[config.mk]
export PLATFORM = sky130hd
export DESIGN_NAME = scan_chain_sequencer_flat
export DESIGN_NICKNAME = d
export VERILOG_FILES = /design/src/rtl/scan_chain_sequencer_if.sv /design/src/rtl/scan_chain_sequencer.sv /design/src/flat_wrapper.sv
export SDC_FILE = /design/constraint.sdc
export NUM_CORES = 1
export LEC_CHECK = 0
export BUFFER_PORTS_ARGS = -buffer_cell sky130_fd_sc_hd__buf_4
export CELL_PAD_IN_SITES_DETAIL_PLACEMENT = 0
export CELL_PAD_IN_SITES_GLOBAL_PLACEMENT = 1
export CORE_ASPECT_RATIO = 1.2
export CORE_MARGIN = 5
export CORE_UTILIZATION = 45
export DETAILED_ROUTE_END_ITERATION = 8
export PLACE_DENSITY = 0.91
export SYNTH_ARGS = -nofsm -noshare
export SYNTH_HDL_FRONTEND = slang
export SYNTH_SLANG_ARGS = --single-unit
export TNS_END_PERCENT = 10
[constraint.sdc]
create_clock -name clk -period 3.36 [get_ports clk]
set_input_delay 0.672 -clock clk [delete_from_list [all_inputs] [get_ports clk]]
set_output_delay 0.672 -clock clk [all_outputs]
set_load 0.01 [all_outputs]
[src/rtl/scan_chain_sequencer_if.sv]
// Host-side port bundle of the scan-chain sequencer: control inputs, the
// sampled cycle parameters, and the valid/ready result port with status.
interface scan_chain_sequencer_if #(
    parameter int NUM_IOS = 8,
    parameter int SEL_W   = 9,
    parameter int WS_W    = 8
);
    logic                 enable;
    logic                 continuous;
    logic                 trigger;
    logic [SEL_W-1:0]     active_select;
    logic [WS_W-1:0]      ws_cfg;
    logic [NUM_IOS-1:0]   inputs;
    logic [NUM_IOS-1:0]   outputs;
    logic                 out_valid;
    logic                 out_ready;
    logic                 busy;
    logic                 sel_err;
    logic [7:0]           overrun_cnt;

    // Host / IO mux side: drives controls and consumes results.
    modport master (
        output enable, continuous, trigger, active_select, ws_cfg, inputs, out_ready,
        input  outputs, out_valid, busy, sel_err, overrun_cnt
    );

    // Sequencer side.
    modport slave (
        input  enable, continuous, trigger, active_select, ws_cfg, inputs, out_ready,
        output outputs, out_valid, busy, sel_err, overrun_cnt
    );
endinterface

[src/rtl/scan_chain_sequencer.sv]
// Internal scan-chain driver. One access cycle shifts the host inputs into the
// selected design, latches them, parallel-loads every design's outputs into
// the chain, shifts back only until the selected design's bits have been seen,
// and presents them on a valid/ready port. Chain pins are registered and so
// follow the state that produces them by one clock.
module scan_chain_sequencer #(
    parameter int NUM_DESIGNS = 250,
    parameter int NUM_IOS     = 8,
    parameter int SEL_W       = 9,
    parameter int WS_W        = 8
) (
    input  logic                        clk,
    input  logic                        reset,
    scan_chain_sequencer_if.slave       host,
    output logic                        scan_clk_out,
    output logic                        scan_data_out,
    input  logic                        scan_data_in,
    output logic                        scan_select,
    output logic                        scan_latch_en
);

    localparam int BIT_W = (NUM_IOS > 1) ? $clog2(NUM_IOS) : 1;
    localparam logic [SEL_W-1:0] LAST_SEL = SEL_W'(NUM_DESIGNS - 1);
    localparam logic [BIT_W-1:0] LAST_BIT = BIT_W'(NUM_IOS - 1);

    typedef enum logic [3:0] {
        IDLE          = 4'd0,
        IN_SHIFT_LO   = 4'd1,
        IN_SHIFT_HI   = 4'd2,
        IN_LATCH_WAIT = 4'd3,
        IN_LATCH      = 4'd4,
        OUT_LOAD_PRE  = 4'd5,
        OUT_LOAD      = 4'd6,
        OUT_LOAD_POST = 4'd7,
        OUT_LOAD_CLR  = 4'd8,
        OUT_SHIFT_LO  = 4'd9,
        OUT_SHIFT_HI  = 4'd10,
        OUT_CAP_WAIT  = 4'd11,
        OUT_CAP       = 4'd12
    } state_t;

    state_t               state_q, state_d;
    logic [SEL_W-1:0]     sel_q, sel_d;
    logic [SEL_W-1:0]     osel_q, osel_d;
    logic [WS_W-1:0]      ws_q, ws_d;
    logic [WS_W-1:0]      wait_cnt_q, wait_cnt_d;
    logic [BIT_W-1:0]     bit_cnt_q, bit_cnt_d;
    logic [SEL_W-1:0]     proj_cnt_q, proj_cnt_d;
    logic [NUM_IOS-1:0]   isr_q, isr_d;
    logic [NUM_IOS-1:0]   osr_q, osr_d;
    logic [NUM_IOS-1:0]   outputs_q, outputs_d;
    logic                 out_valid_q, out_valid_d;
    logic                 busy_q, busy_d;
    logic                 sel_err_q, sel_err_d;
    logic [7:0]           overrun_q, overrun_d;
    logic                 sclk_q, sclk_d;
    logic                 sdo_q, sdo_d;
    logic                 ssel_q, ssel_d;
    logic                 slatch_q, slatch_d;

    logic                 start_s;
    logic                 wait_done_s;
    logic                 bit_last_s;

    // Next-state, datapath and registered-pin computation.
    always_comb begin
        state_d     = state_q;
        sel_d       = sel_q;
        osel_d      = osel_q;
        ws_d        = ws_q;
        wait_cnt_d  = wait_cnt_q;
        bit_cnt_d   = bit_cnt_q;
        proj_cnt_d  = proj_cnt_q;
        isr_d       = isr_q;
        osr_d       = osr_q;
        outputs_d   = outputs_q;
        out_valid_d = out_valid_q;
        sel_err_d   = sel_err_q;
        overrun_d   = overrun_q;

        start_s     = (state_q == IDLE) && host.enable && (host.continuous || host.trigger);
        wait_done_s = (wait_cnt_q == ws_q);
        bit_last_s  = (bit_cnt_q == LAST_BIT);

        // Handshake drains the result; a capture in the same cycle overrides below.
        if (out_valid_q && host.out_ready) begin
            out_valid_d = 1'b0;
        end else begin
            out_valid_d = out_valid_q;
        end

        case (state_q)
            IDLE: begin
                bit_cnt_d  = '0;
                proj_cnt_d = '0;
                wait_cnt_d = '0;
                if (start_s) begin
                    if (host.active_select > LAST_SEL) begin
                        sel_err_d = 1'b1;
                    end else begin
                        sel_d   = host.active_select;
                        osel_d  = LAST_SEL - host.active_select;
                        ws_d    = host.ws_cfg;
                        isr_d   = host.inputs;
                        state_d = IN_SHIFT_LO;
                    end
                end else begin
                    state_d = IDLE;
                end
            end
            IN_SHIFT_LO: begin
                state_d = IN_SHIFT_HI;
            end
            IN_SHIFT_HI: begin
                isr_d = {isr_q[NUM_IOS-2:0], 1'b0};
                if ((proj_cnt_q == sel_q) && bit_last_s) begin
                    // Counters restart so the output shift counts from design 0.
                    bit_cnt_d  = '0;
                    proj_cnt_d = '0;
                    state_d    = IN_LATCH_WAIT;
                end else begin
                    if (bit_last_s) begin
                        bit_cnt_d  = '0;
                        proj_cnt_d = proj_cnt_q + SEL_W'(1);
                    end else begin
                        bit_cnt_d  = bit_cnt_q + BIT_W'(1);
                    end
                    state_d = IN_SHIFT_LO;
                end
            end
            IN_LATCH_WAIT, OUT_LOAD_PRE, OUT_LOAD_POST, OUT_LOAD_CLR, OUT_CAP_WAIT: begin
                if (wait_done_s) begin
                    wait_cnt_d = '0;
                    case (state_q)
                        IN_LATCH_WAIT: state_d = IN_LATCH;
                        OUT_LOAD_PRE:  state_d = OUT_LOAD;
                        OUT_LOAD_POST: state_d = OUT_LOAD_CLR;
                        OUT_LOAD_CLR:  state_d = OUT_SHIFT_LO;
                        OUT_CAP_WAIT:  state_d = OUT_CAP;
                        default:       state_d = IDLE;
                    endcase
                end else begin
                    wait_cnt_d = wait_cnt_q + WS_W'(1);
                end
            end
            IN_LATCH: begin
                state_d = OUT_LOAD_PRE;
            end
            OUT_LOAD: begin
                state_d = OUT_LOAD_POST;
            end
            OUT_SHIFT_LO: begin
                // Only the selected design's bits are kept; earlier designs pass through.
                if (proj_cnt_q == osel_q) begin
                    osr_d = {osr_q[NUM_IOS-2:0], scan_data_in};
                end else begin
                    osr_d = osr_q;
                end
                state_d = OUT_SHIFT_HI;
            end
            OUT_SHIFT_HI: begin
                if ((proj_cnt_q == osel_q) && bit_last_s) begin
                    bit_cnt_d  = '0;
                    proj_cnt_d = '0;
                    state_d    = OUT_CAP_WAIT;
                end else begin
                    if (bit_last_s) begin
                        bit_cnt_d  = '0;
                        proj_cnt_d = proj_cnt_q + SEL_W'(1);
                    end else begin
                        bit_cnt_d  = bit_cnt_q + BIT_W'(1);
                    end
                    state_d = OUT_SHIFT_LO;
                end
            end
            OUT_CAP: begin
                outputs_d   = osr_q;
                out_valid_d = 1'b1;
                if (out_valid_q && !host.out_ready && (overrun_q != 8'hFF)) begin
                    overrun_d = overrun_q + 8'd1;
                end else begin
                    overrun_d = overrun_q;
                end
                state_d = IDLE;
            end
            default: begin
                state_d = IDLE;
            end
        endcase

        busy_d   = (state_d != IDLE);
        sclk_d   = (state_q == IN_SHIFT_HI) || (state_q == OUT_LOAD) || (state_q == OUT_SHIFT_HI);
        ssel_d   = (state_q == OUT_LOAD_PRE) || (state_q == OUT_LOAD) || (state_q == OUT_LOAD_POST);
        slatch_d = (state_q == IN_LATCH);
        // Data is held across the LO/HI pair so it never moves on a scan clock edge.
        if ((state_q == IN_SHIFT_LO) || (state_q == IN_SHIFT_HI)) begin
            sdo_d = isr_q[NUM_IOS-1];
        end else begin
            sdo_d = 1'b0;
        end
    end

    // State and register update; reset aborts any cycle and drops the chain pins.
    always_ff @(posedge clk or posedge reset) begin
        if (reset) begin
            state_q     <= IDLE;
            sel_q       <= '0;
            osel_q      <= '0;
            ws_q        <= '0;
            wait_cnt_q  <= '0;
            bit_cnt_q   <= '0;
            proj_cnt_q  <= '0;
            isr_q       <= '0;
            osr_q       <= '0;
            outputs_q   <= '0;
            out_valid_q <= 1'b0;
            busy_q      <= 1'b0;
            sel_err_q   <= 1'b0;
            overrun_q   <= 8'd0;
            sclk_q      <= 1'b0;
            sdo_q       <= 1'b0;
            ssel_q      <= 1'b0;
            slatch_q    <= 1'b0;
        end else begin
            state_q     <= state_d;
            sel_q       <= sel_d;
            osel_q      <= osel_d;
            ws_q        <= ws_d;
            wait_cnt_q  <= wait_cnt_d;
            bit_cnt_q   <= bit_cnt_d;
            proj_cnt_q  <= proj_cnt_d;
            isr_q       <= isr_d;
            osr_q       <= osr_d;
            outputs_q   <= outputs_d;
            out_valid_q <= out_valid_d;
            busy_q      <= busy_d;
            sel_err_q   <= sel_err_d;
            overrun_q   <= overrun_d;
            sclk_q      <= sclk_d;
            sdo_q       <= sdo_d;
            ssel_q      <= ssel_d;
            slatch_q    <= slatch_d;
        end
    end

    assign host.outputs     = outputs_q;
    assign host.out_valid   = out_valid_q;
    assign host.busy        = busy_q;
    assign host.sel_err     = sel_err_q;
    assign host.overrun_cnt = overrun_q;
    assign scan_clk_out     = sclk_q;
    assign scan_data_out    = sdo_q;
    assign scan_select      = ssel_q;
    assign scan_latch_en    = slatch_q;

endmodule

[src/flat_wrapper.sv]
// flat-port wrapper written by rule: the top's interface ports become plain ports
module scan_chain_sequencer_flat 
#(
    parameter int NUM_DESIGNS = 250,
    parameter int NUM_IOS     = 8,
    parameter int SEL_W       = 9,
    parameter int WS_W        = 8
)
  (clk, reset, scan_clk_out, scan_data_out, scan_data_in, scan_select, scan_latch_en, host_enable, host_continuous, host_trigger, host_active_select, host_ws_cfg, host_inputs, host_out_ready, host_outputs, host_out_valid, host_busy, host_sel_err, host_overrun_cnt);
  scan_chain_sequencer_if #(.NUM_IOS(NUM_IOS), .SEL_W(SEL_W), .WS_W(WS_W)) host_i ();
  input  logic clk;
  input  logic reset;
  output logic scan_clk_out;
  output logic scan_data_out;
  input  logic scan_data_in;
  output logic scan_select;
  output logic scan_latch_en;
  input wire logic [$bits(host_i.enable)-1:0] host_enable;
  input wire logic [$bits(host_i.continuous)-1:0] host_continuous;
  input wire logic [$bits(host_i.trigger)-1:0] host_trigger;
  input wire logic [$bits(host_i.active_select)-1:0] host_active_select;
  input wire logic [$bits(host_i.ws_cfg)-1:0] host_ws_cfg;
  input wire logic [$bits(host_i.inputs)-1:0] host_inputs;
  input wire logic [$bits(host_i.out_ready)-1:0] host_out_ready;
  output wire logic [$bits(host_i.outputs)-1:0] host_outputs;
  output wire logic [$bits(host_i.out_valid)-1:0] host_out_valid;
  output wire logic [$bits(host_i.busy)-1:0] host_busy;
  output wire logic [$bits(host_i.sel_err)-1:0] host_sel_err;
  output wire logic [$bits(host_i.overrun_cnt)-1:0] host_overrun_cnt;
  assign host_i.enable = host_enable;
  assign host_i.continuous = host_continuous;
  assign host_i.trigger = host_trigger;
  assign host_i.active_select = host_active_select;
  assign host_i.ws_cfg = host_ws_cfg;
  assign host_i.inputs = host_inputs;
  assign host_i.out_ready = host_out_ready;
  assign host_outputs = host_i.outputs;
  assign host_out_valid = host_i.out_valid;
  assign host_busy = host_i.busy;
  assign host_sel_err = host_i.sel_err;
  assign host_overrun_cnt = host_i.overrun_cnt;
  scan_chain_sequencer #(.NUM_DESIGNS(NUM_DESIGNS), .NUM_IOS(NUM_IOS), .SEL_W(SEL_W), .WS_W(WS_W)) u_core (.clk(clk), .reset(reset), .host(host_i), .scan_clk_out(scan_clk_out), .scan_data_out(scan_data_out), .scan_data_in(scan_data_in), .scan_select(scan_select), .scan_latch_en(scan_latch_en));
endmodule
==> results of run 1 <==
-- registers in the layout, summed over array words and instances, names as in the netlist, 3 cells and up --
signal / flops
u_core.ws_q: 8
u_core.sel_q: 8
u_core.proj_cnt_q: 9
u_core.isr_q: 8
u_core.wait_cnt_q: 8
u_core.host.overrun_cnt: 8
u_core.osr_q: 8
u_core.state_q: 4
u_core.osel_q: 9
u_core.bit_cnt_q: 3
u_core.host.outputs: 8
-- synthesized netlist by cell type (9+ instances only) --
library cell / n
nand3_1: 14
mux2_2: 18
xor2_1: 24
a21oi_1: 16
dfrtp_1: 88
inv_1: 11
xnor2_1: 22
nor2_1: 15
nand2_1: 75
o21ai_0: 29
nand4_1: 9
-- through the flow --
stage	power (mW)	std cells
finish	3.60	597
global route	3.83	597
CTS	3.64	597
detailed placement	2.58	583
global placement	2.53	583
floorplan	2.28	418
-- cell usage in the layout (no fill, tap or decap), types with 6 or more instances in the layout --
cell type / netlist / layout
mux2i_1: 8 / 8
nor3_1: 7 / 7
xnor2_1: 22 / 22
nor4_1: 6 / 6
clkbuf_16: 0 / 9
dfrtp_1: 88 / 88
nand2_1: 75 / 75
buf_4: 2 / 59
inv_1: 11 / 10
nor2_1: 15 / 15
nand3_1: 14 / 14
mux2_2: 18 / 18
nand4_1: 9 / 9
o21ai_0: 29 / 29
xor2_1: 24 / 24
a21oi_1: 16 / 16
ha_1: 6 / 6
-- where the power goes --
part / total [mW] / internal [mW] / leakage, nW / switching, mW
Combinational: 1.01 / 0.454 / 1.13 / 0.560
Clock: 1.04 / 0.663 / 0.148 / 0.376
Sequential: 1.55 / 1.30 / 1.16 / 0.247
Total: 3.60 / 2.42 / 2.45 / 1.18
-- worst paths after layout --
kind | to | slack, ns
max | u_core.osel_q[7] | 0.82
min | u_core.host.outputs[5] | 0.45
max reg2reg | u_core.osel_q[7] | 0.82
min reg2reg | u_core.host.sel_err | 0.48
max in group asynchronous | u_core.host.overrun_cnt[7] | 2.17
min in group clk | u_core.host.sel_err | 0.48
-- cell type report --
| cell class | instances | area [µm²] | area share |
|---|---|---|---|
| clock buffers | 11 | 243 | 0.0471 |
| inverters | 11 | 42.5 | 0.00826 |
| clock inverters | 3 | 67.6 | 0.0131 |
| repair buffers | 59 | 443 | 0.0860 |
| well taps | 123 | 154 | 0.0299 |
| flip-flops and latches | 88 | 2200 | 0.427 |
| multi-input cells | 302 | 2000 | 0.388 |
-- logic make-up after synthesis --
group / Yosys count / synth area share
xor+xnor: 46 / 0.0931
flops: 88 / 0.509
compound gates: 69 / 0.108
fa+ha+maj: 6 / 0.0173
mux: 26 / 0.0653
simple gates: 155 / 0.178
buf+inv: 28 / 0.0295
-- metal layers --
layer  vias to the layer above  track usage  wire [µm]
li1                       1555            -          -
met1                      1487        0.208       3990
met2                        65        0.267       4400
met3                        12       0.0291        369
met4                         0       0.0786        154
met5                         -            0          0
==> results.cfg, run 1 <==
[outcome]
status = complete, no violations

[finish]
area_delta_synth_final_pct = 19.0
n_antenna_cell = 0
final_nets = 509
drive_gt1_frac = 0.226
fin_area_um2 = 5150
utilization = 0.544
nFillCells = 845

[place]
gp_congestion = 0.778
place_area_um2 = 4840
io_buffers = 54
place_hpwl_um = 6580
dp_slack_ns = 0.698

[synth]
ys_types = 51
synth_ff_type = dfrtp_1
synthTopCellsByArea = dfrtp_1 51%, nand2_1 6.5%, xor2_1 4.9%
synth_area_leader_cell = dfrtp_1
syn_area_per_cell_um2 = 10.4
syn_inst = 418
netlist_area_um2 = 4330
synth_top_area_share = 0.509
ys.warnings.count = 0
synth_edf_count = 0
ys_seq_area_frac = 0.509
async_flop_share = 1.00
syn_nets = 456
ys_ff_latch = 88

[clocking]
clockRootBuffer = clkbuf_16
clkTransAtPathRegs_ns = 0.06
cts_buffers = 9
cts_buffer_depth = 2
post_cts_buffers = 0
cts.sinks = 88
clock_latency_ns = 0.33
cts_resized = 0
holdBufCountCts = 0
cts-htree-levels = 3
tritoncts = done

[sta]
final_hold_viol_count = 0
rsz0062_at_grt = false
tightest_slew_ns = 0.801
fmax_ghz = 0.394
tns_ns = 0
hold_ws_ns = 0.454
maxSlewViolCount = 0
clock_skew_ns = 0.00634
setup_viol = 0
fin_crit_sh = 0.755
fin_crit_ns = 2.54
timing.final.ws_setup_ns = 0.822
slew_headroom = 0.464

[power]
ir_drop_v = 0.000313
p_per_area_nw_per_um2 = 699
p_leak_nw = 2.45

[setup_path]
r2r_cells = 4
path_class = flop to flop
cp_max_fo = 30
crit_buf_inv = 0
slowest_stage = nor4_4
timing.rr.start = u_core.state_q[1]
start_kind = flop
cp_num_cells = 4
cpLargestDelayFamily = compound AO/OA/AOI/OAI gates
required_ns = 3.59
crit_start = u_core.state_q[1]
slowest_delay_ns = 0.70
end_kind = flop
crit_chain = nor4_4 > o211ai_4 > a211o_1 > a22o_1
arrival_ns = 2.76

[grt]
grt_max_degree = 46
grt_pass1_wl_um = 15500
grt_pass1_vias = 3295
grt.overflow.total = 0
grt_usage = 0.163
grt_antenna_before_repair = 0

[die]
io-pin-count = 55
start_util = 0.457
rows = 39
die_area_um2 = 11700
coreArea_um2 = 9470
die_h_um = 117
fp.dieW_um = 99.5

[route]
drt-wirelength-per-cell_um = 14.9
drc = 0
finalWirelength_um = 8910
vias = 3119
antenna_left = 0
drtIter0Drc = 123
dr.pass1.iters = 4
viasPerCell = 5.22

[worst_hold_path]
hold_class = primary input to asynchronous set/reset pin

[run]
cap_violations = 0
No activity file was read; power rests on OpenSTA's default activity.
==> run 2, diff against run 1 <==
==> constraint.sdc (replaced) <==
create_clock -name clk -period 2.57 [get_ports clk]
set_input_delay 0.514 -clock clk [delete_from_list [all_inputs] [get_ports clk]]
set_output_delay 0.514 -clock clk [all_outputs]
set_load 0.01 [all_outputs]
==> run 2 against run 1 <==
  * Fmax grew 17%
  * Design area grew 1.6%
  * Clock power grew 18%
  * Highest routed layer unchanged
==> results.cfg, run 2 (same netlist as run 1, synthesis figures left out) <==
[sta]
maxSlewViolCount = 0
slew_headroom = 0.529
tns_ns = 0
clock_skew_ns = 0.00653
fmax_ghz = 0.460
setup_viol = 0
tightest_slew_ns = 0.700
fin_crit_sh = 0.845
final_hold_viol_count = 0
rsz0062_at_grt = false
fin_crit_ns = 2.17

[clocking]
clock_latency_ns = 0.34
cts-htree-levels = 3
clkTransAtPathRegs_ns = 0.07
post_cts_buffers = 0
holdBufCountCts = 0
cts_buffers = 9
clockRootBuffer = clkbuf_16
tritoncts = done
cts_resized = 0
cts_buffer_depth = 2
cts.sinks = 88

[power]
switchingPower_mw = 1.63
pwr-share-seq = 0.424
pwr-share-clk = 0.262
intPower_mw = 3.04
ir_drop_v = 0.000395
pwr-share-comb = 0.314
swShare = 0.349
p_leak_nw = 2.49
p_per_area_nw_per_um2 = 894

[outcome]
status = complete, no violations

[run]
cap_violations = 0

[grt]
use_met1 = 0.226
grt_pass1_wl_um = 15500
grt.overflow.total = 0
grt_use_met3 = 0.0439
grt_max_degree = 34
grt_antenna_before_repair = 0
grt-busiest-layer = met2
grt_pass1_vias = 3154
grt_usage = 0.163
grtUsageMet2 = 0.247

[die]
rows = 39
start_util = 0.457
die_h_um = 117
io-pin-count = 55
fp.dieW_um = 99.5
coreArea_um2 = 9470
die_area_um2 = 11700

[setup_path]
path_class = flop to flop
r2r_cells = 5
ff2ff_setup_slack_ns = 0.40
crit_end = u_core.osr_q[1]
timing.rr.end = u_core.osr_q[1]
crit_start = u_core.proj_cnt_q[3]
start_kind = flop
timing.rr.start = u_core.proj_cnt_q[3]
required_ns = 2.80
end_kind = flop
arrival_ns = 2.40
cp_max_fo = 8

[finish]
n_antenna_cell = 0
final_common_cell = dfrtp_1
fin_area_um2 = 5240
largestRegisters = u_core.osel_q (9), u_core.proj_cnt_q (9)
area_delta_synth_final_pct = 20.9
final_nets = 519
drive_gt1_frac = 0.245
layout_common_cells = 88 x dfrtp_1, 75 x nand2_1, 66 x buf_4, 29 x o21ai_0, 24 x xor2_1
utilization = 0.553

[route]
drt-wirelength-per-cell_um = 14.7
dr.pass1.iters = 4
viasPerCell = 5.26
drc = 0
vias = 3202
finalWirelength_um = 8960
antenna_left = 0
drtIter0Drc = 112

[place]
place_area_um2 = 4960
place_hpwl_um = 6560
io_buffers = 54
gp_congestion = 0.785

[worst_hold_path]
hold_class = primary input to asynchronous set/reset pin
## run 2: worst min path at each step
stage,from,end,slack [ns],depth (start not counted)
after CTS,reset,u_core.osr_q[0],0.28,2
after global routing,reset,u_core.scan_data_out,0.32,2
after floorplan,u_core.isr_q[1],u_core.isr_q[1],0.45,2
after global placement,u_core.isr_q[4],u_core.isr_q[4],0.46,2
after detailed placement,u_core.isr_q[3],u_core.isr_q[3],0.47,2
final,reset,u_core.isr_q[3],0.27,2
## run 2: worst max-delay path, stage by stage (launching register included)
cell and delay [ns]:
dfrtp_1 0.47, xor2_1 0.20, nor4_1 0.35, buf_4 0.19
and4_1 0.47, mux2_2 0.39
## run 2: power groups by stage
stage	registers, mW	clock network [mW]	logic, mW
after CTS	1.98	1.26	1.48
after floorplan	1.94	0	1.05
final	1.98	1.23	1.47
after detailed placement	2.01	0	1.47
after global placement	1.99	0	1.42
after global routing	2.03	1.32	1.65
## run 2: layout make-up
cell class	instances	area [µm²]
clock inverters	6	50.0
well taps	123	154
multi-input cells	302	2000
repair buffers	69	556
flip-flops and latches	88	2200
inverters	11	45.0
fillers	850	4230
clock buffers	10	229
## run 2: routing by layer
metal	part of all wire	vias to the layer above
met5	0	-
met4	0.014	0
met3	0.048	9
met2	0.48	69
met1	0.46	1550
li1	-	1574
## run 2: stage by stage
stage	hold WS, ns	power, mW	cells	setup slack, ns
floorplan	0.450	2.98	418	0.581
global placement	0.462	3.41	593	0.418
detailed placement	0.472	3.48	593	0.395
CTS	0.277	4.72	609	0.403
global route	0.320	5.00	609	0.286
finish	0.266	4.68	609	0.398
==> run 3, diff against run 2 <==
--- a/config.mk
+++ b/config.mk
@@ -5,14 +5,15 @@
 export SDC_FILE = /design/constraint.sdc
 export NUM_CORES = 1
 export LEC_CHECK = 0
+export ABC_AREA = 1
 export BUFFER_PORTS_ARGS = -buffer_cell sky130_fd_sc_hd__buf_4
 export CELL_PAD_IN_SITES_DETAIL_PLACEMENT = 0
 export CELL_PAD_IN_SITES_GLOBAL_PLACEMENT = 1
 export CORE_ASPECT_RATIO = 1.2
 export CORE_MARGIN = 5
-export CORE_UTILIZATION = 45
+export CORE_UTILIZATION = 39
 export DETAILED_ROUTE_END_ITERATION = 8
-export PLACE_DENSITY = 0.91
+export PLACE_DENSITY = 0.88
 export SYNTH_ARGS = -nofsm -noshare
 export SYNTH_HDL_FRONTEND = slang
 export SYNTH_SLANG_ARGS = --single-unit
==> constraint.sdc (replaced) <==
create_clock -name clk -period 1.9 [get_ports clk]
set_input_delay 0.38 -clock clk [delete_from_list [all_inputs] [get_ports clk]]
set_output_delay 0.38 -clock clk [all_outputs]
set_load 0.01 [all_outputs]
==> run 3 against run 2 <==
  * Sequential share of layout area shrank 2.1 points
  * Flip-flop and latch count stayed put
  * First-iteration DRC count rose by 77%
  * Fmax rose by 28%
  * Register-to-register slack got worse by 0.20 ns
  * Sequential power rose by 30%
  * Clock power rose by 58%
  * Via count up 14%
  * Critical path type unchanged
  * Design area is 5.1% higher
  * Total power up 41%
  * Setup slack got worse by 0.20 ns
  * Synthesized cell count increased by 29%
==> results.cfg, run 3 <==
[synth]
synth_area_leader_cell = dfrtp_1
synth_edf_count = 0
synth_top_area_share = 0.498
synth.most_common_cell = nand2_1
syn_inst = 540
synthTopCellsByCount = 152 x nand2_1, 88 x dfrtp_1, 70 x inv_1
ys_types = 29
ys.warnings.count = 0
ys_ff_latch = 88
synth_ff_type = dfrtp_1
synthTopCellsByArea = dfrtp_1 50%, nand2_1 13%, o21ai_0 6.2%
syn_nets = 578
netlist_area_um2 = 4420
ys_seq_area_frac = 0.498
async_flop_share = 1.00
syn_area_per_cell_um2 = 8.19

[sta]
fin_crit_ns = 1.70
final_hold_viol_count = 0
setup_viol = 0
tightest_slew_ns = 0.356
fmax_ghz = 0.588
maxSlewViolCount = 0
hold_ws_ns = 0.0156
fin_crit_sh = 0.894
slew_headroom = 0.762
clock_skew_ns = 0.00825
rsz0062_at_grt = false
tns_ns = 0

[clocking]
clockRootBuffer = clkbuf_16
cts.sinks = 88
cts-htree-levels = 3
clkTransAtPathRegs_ns = 0.07
tritoncts = done
cts_buffers = 9
clock_latency_ns = 0.34
cts_buffer_depth = 2

[grt]
grt_antenna_before_repair = 0
grt_usage = 0.151
grt_pass1_vias = 3566
grt.overflow.total = 0
grt_max_degree = 50
grt_pass1_wl_um = 16500

[route]
finalWirelength_um = 9750
viasPerCell = 4.70
drt-wirelength-per-cell_um = 12.6
vias = 3636
drc = 0
drtIter0Drc = 198
dr.pass1.iters = 5
antenna_left = 0

[finish]
final_nets = 653
fin_area_um2 = 5500
area_delta_synth_final_pct = 24.4
layout_common_cells = 152 x nand2_1, 88 x dfrtp_1, 70 x buf_4, 69 x inv_1, 53 x o21ai_0
n_antenna_cell = 0
nFillCells = 1061
final_common_cell = nand2_1
drive_gt1_frac = 0.182
largestRegisters = u_core.osel_q (9), u_core.proj_cnt_q (9)

[die]
die_h_um = 127
start_util = 0.399
io-pin-count = 55
die_area_um2 = 13600
fp.dieW_um = 107
rows = 42
coreArea_um2 = 11100

[setup_path]
cp_max_fo = 5
path_class = flop to flop
arrival_ns = 1.92
required_ns = 2.12
end_kind = flop
start_kind = flop
ff2ff_setup_slack_ns = 0.20

[power]
intPower_mw = 4.36
pwr-share-seq = 0.390
pwr-share-comb = 0.316
ir_drop_v = 0.000667
p_per_area_nw_per_um2 = 1200
swShare = 0.340
p_leak_nw = 2.74
switchingPower_mw = 2.24
pwr-share-clk = 0.294

[place]
place_hpwl_um = 7360
place_area_um2 = 5160
io_buffers = 54
gp_congestion = 0.819

[outcome]
status = complete, no violations

[run]
cap_violations = 0

[worst_hold_path]
hold_class = primary input to asynchronous set/reset pin
[run 3: cell count changes in the layout (fill, tap and decap cells not counted), sizes merged, moves of 6 or more]
cell   before  now
mux2i       8    0
inv        13   71
nor2       15   50
xnor2      22   16
nand3      14   35
o22ai       0    6
o21ai      30   57
nand2      75  158
xor2       24   18
a21oi      16    6
mux2       18    2
nor4        8    0
[run 3: kinds of logic after synthesis]
| family | after synthesis | synth area share |
|---|---|---|
| flip-flops | 88 | 0.498 |
| AND/OR/NAND/NOR | 257 | 0.253 |
| AO/OA/AOI/OAI | 72 | 0.0891 |
| XOR/XNOR | 34 | 0.0673 |
| buffers and inverters | 81 | 0.0713 |
| multiplexers | 2 | 0.00509 |
| adder cells (fa/ha/maj) | 6 | 0.0170 |
[run 3: critical path, cell delays in order (launching register included)]
cell and delay [ns]:
dfrtp_1 0.35, ha_1 0.15, ha_1 0.22, o21ai_0 0.11
nor2_1 0.11, nand2_1 0.07, nor2_2 0.17, o21ai_1 0.11
nor2_2 0.11, buf_4 0.14, nor2_1 0.04
[run 3: worst paths after layout]
check                                     from                      to  cells after the start
min in group clk                host_ws_cfg[7]          u_core.ws_q[7]                      3
hold reg to reg                u_core.osr_q[3]         u_core.osr_q[4]                      2
hold / removal                           reset  u_core.host.outputs[4]                      2
max in group asynchronous                reset    u_core.proj_cnt_q[3]                      3
setup / recovery           u_core.bit_cnt_q[1]    u_core.proj_cnt_q[5]                     10
setup reg to reg           u_core.bit_cnt_q[1]    u_core.proj_cnt_q[5]                     10
[run 3: layout make-up]
| cell class | count | area (µm²) | area share |
|---|---|---|---|
| flip-flops and latches | 88 | 2200 | 0.400 |
| multi-input cells | 371 | 1920 | 0.348 |
| repair buffers | 73 | 586 | 0.106 |
| inverters | 72 | 274 | 0.0498 |
| clock buffers | 12 | 256 | 0.0466 |
| well taps | 154 | 193 | 0.0350 |
| clock inverters | 4 | 76.3 | 0.0139 |
[run 3: stage by stage]
stage | total power, mW | std cells | setup slack [ns] | util
global route | 7.06 | 774 | 0.00256 | 0.496
floorplan | 3.97 | 540 | 0.158 | -
detailed placement | 4.69 | 758 | 0.0428 | 0.465
finish | 6.60 | 774 | 0.201 | 0.496
global placement | 4.61 | 758 | 0.103 | 0.465
CTS | 6.67 | 774 | 0.0916 | 0.495
[run 3: power groups by stage]
stage / Combinational [mW] / Clock [mW] / Sequential [mW]
after detailed placement: 2.08 / 0 / 2.61
after CTS: 2.11 / 1.99 / 2.57
final: 2.09 / 1.94 / 2.57
after global placement: 2.02 / 0 / 2.59
after floorplan: 1.42 / 0 / 2.55
after global routing: 2.37 / 2.07 / 2.63
[run 3: what timing repair did]
| action | in CTS | in global routing |
|---|---|---|
| buffers inserted | 0 | 0 |
| resized for setup | 0 | 5 |
| hold buffers | 0 | 0 |
| hold endpoints to repair | 0 | 0 |
| endpoints found under the setup margin | 0 | 17 |
[run 3: metal layers]
| layer | part of all wire | track usage |
|---|---|---|
| met1 | 0.44 | 0.185 |
| met2 | 0.51 | 0.259 |
| met3 | 0.034 | 0.0340 |
| met4 | 0.020 | 0.0542 |
| met5 | 0 | 0 |
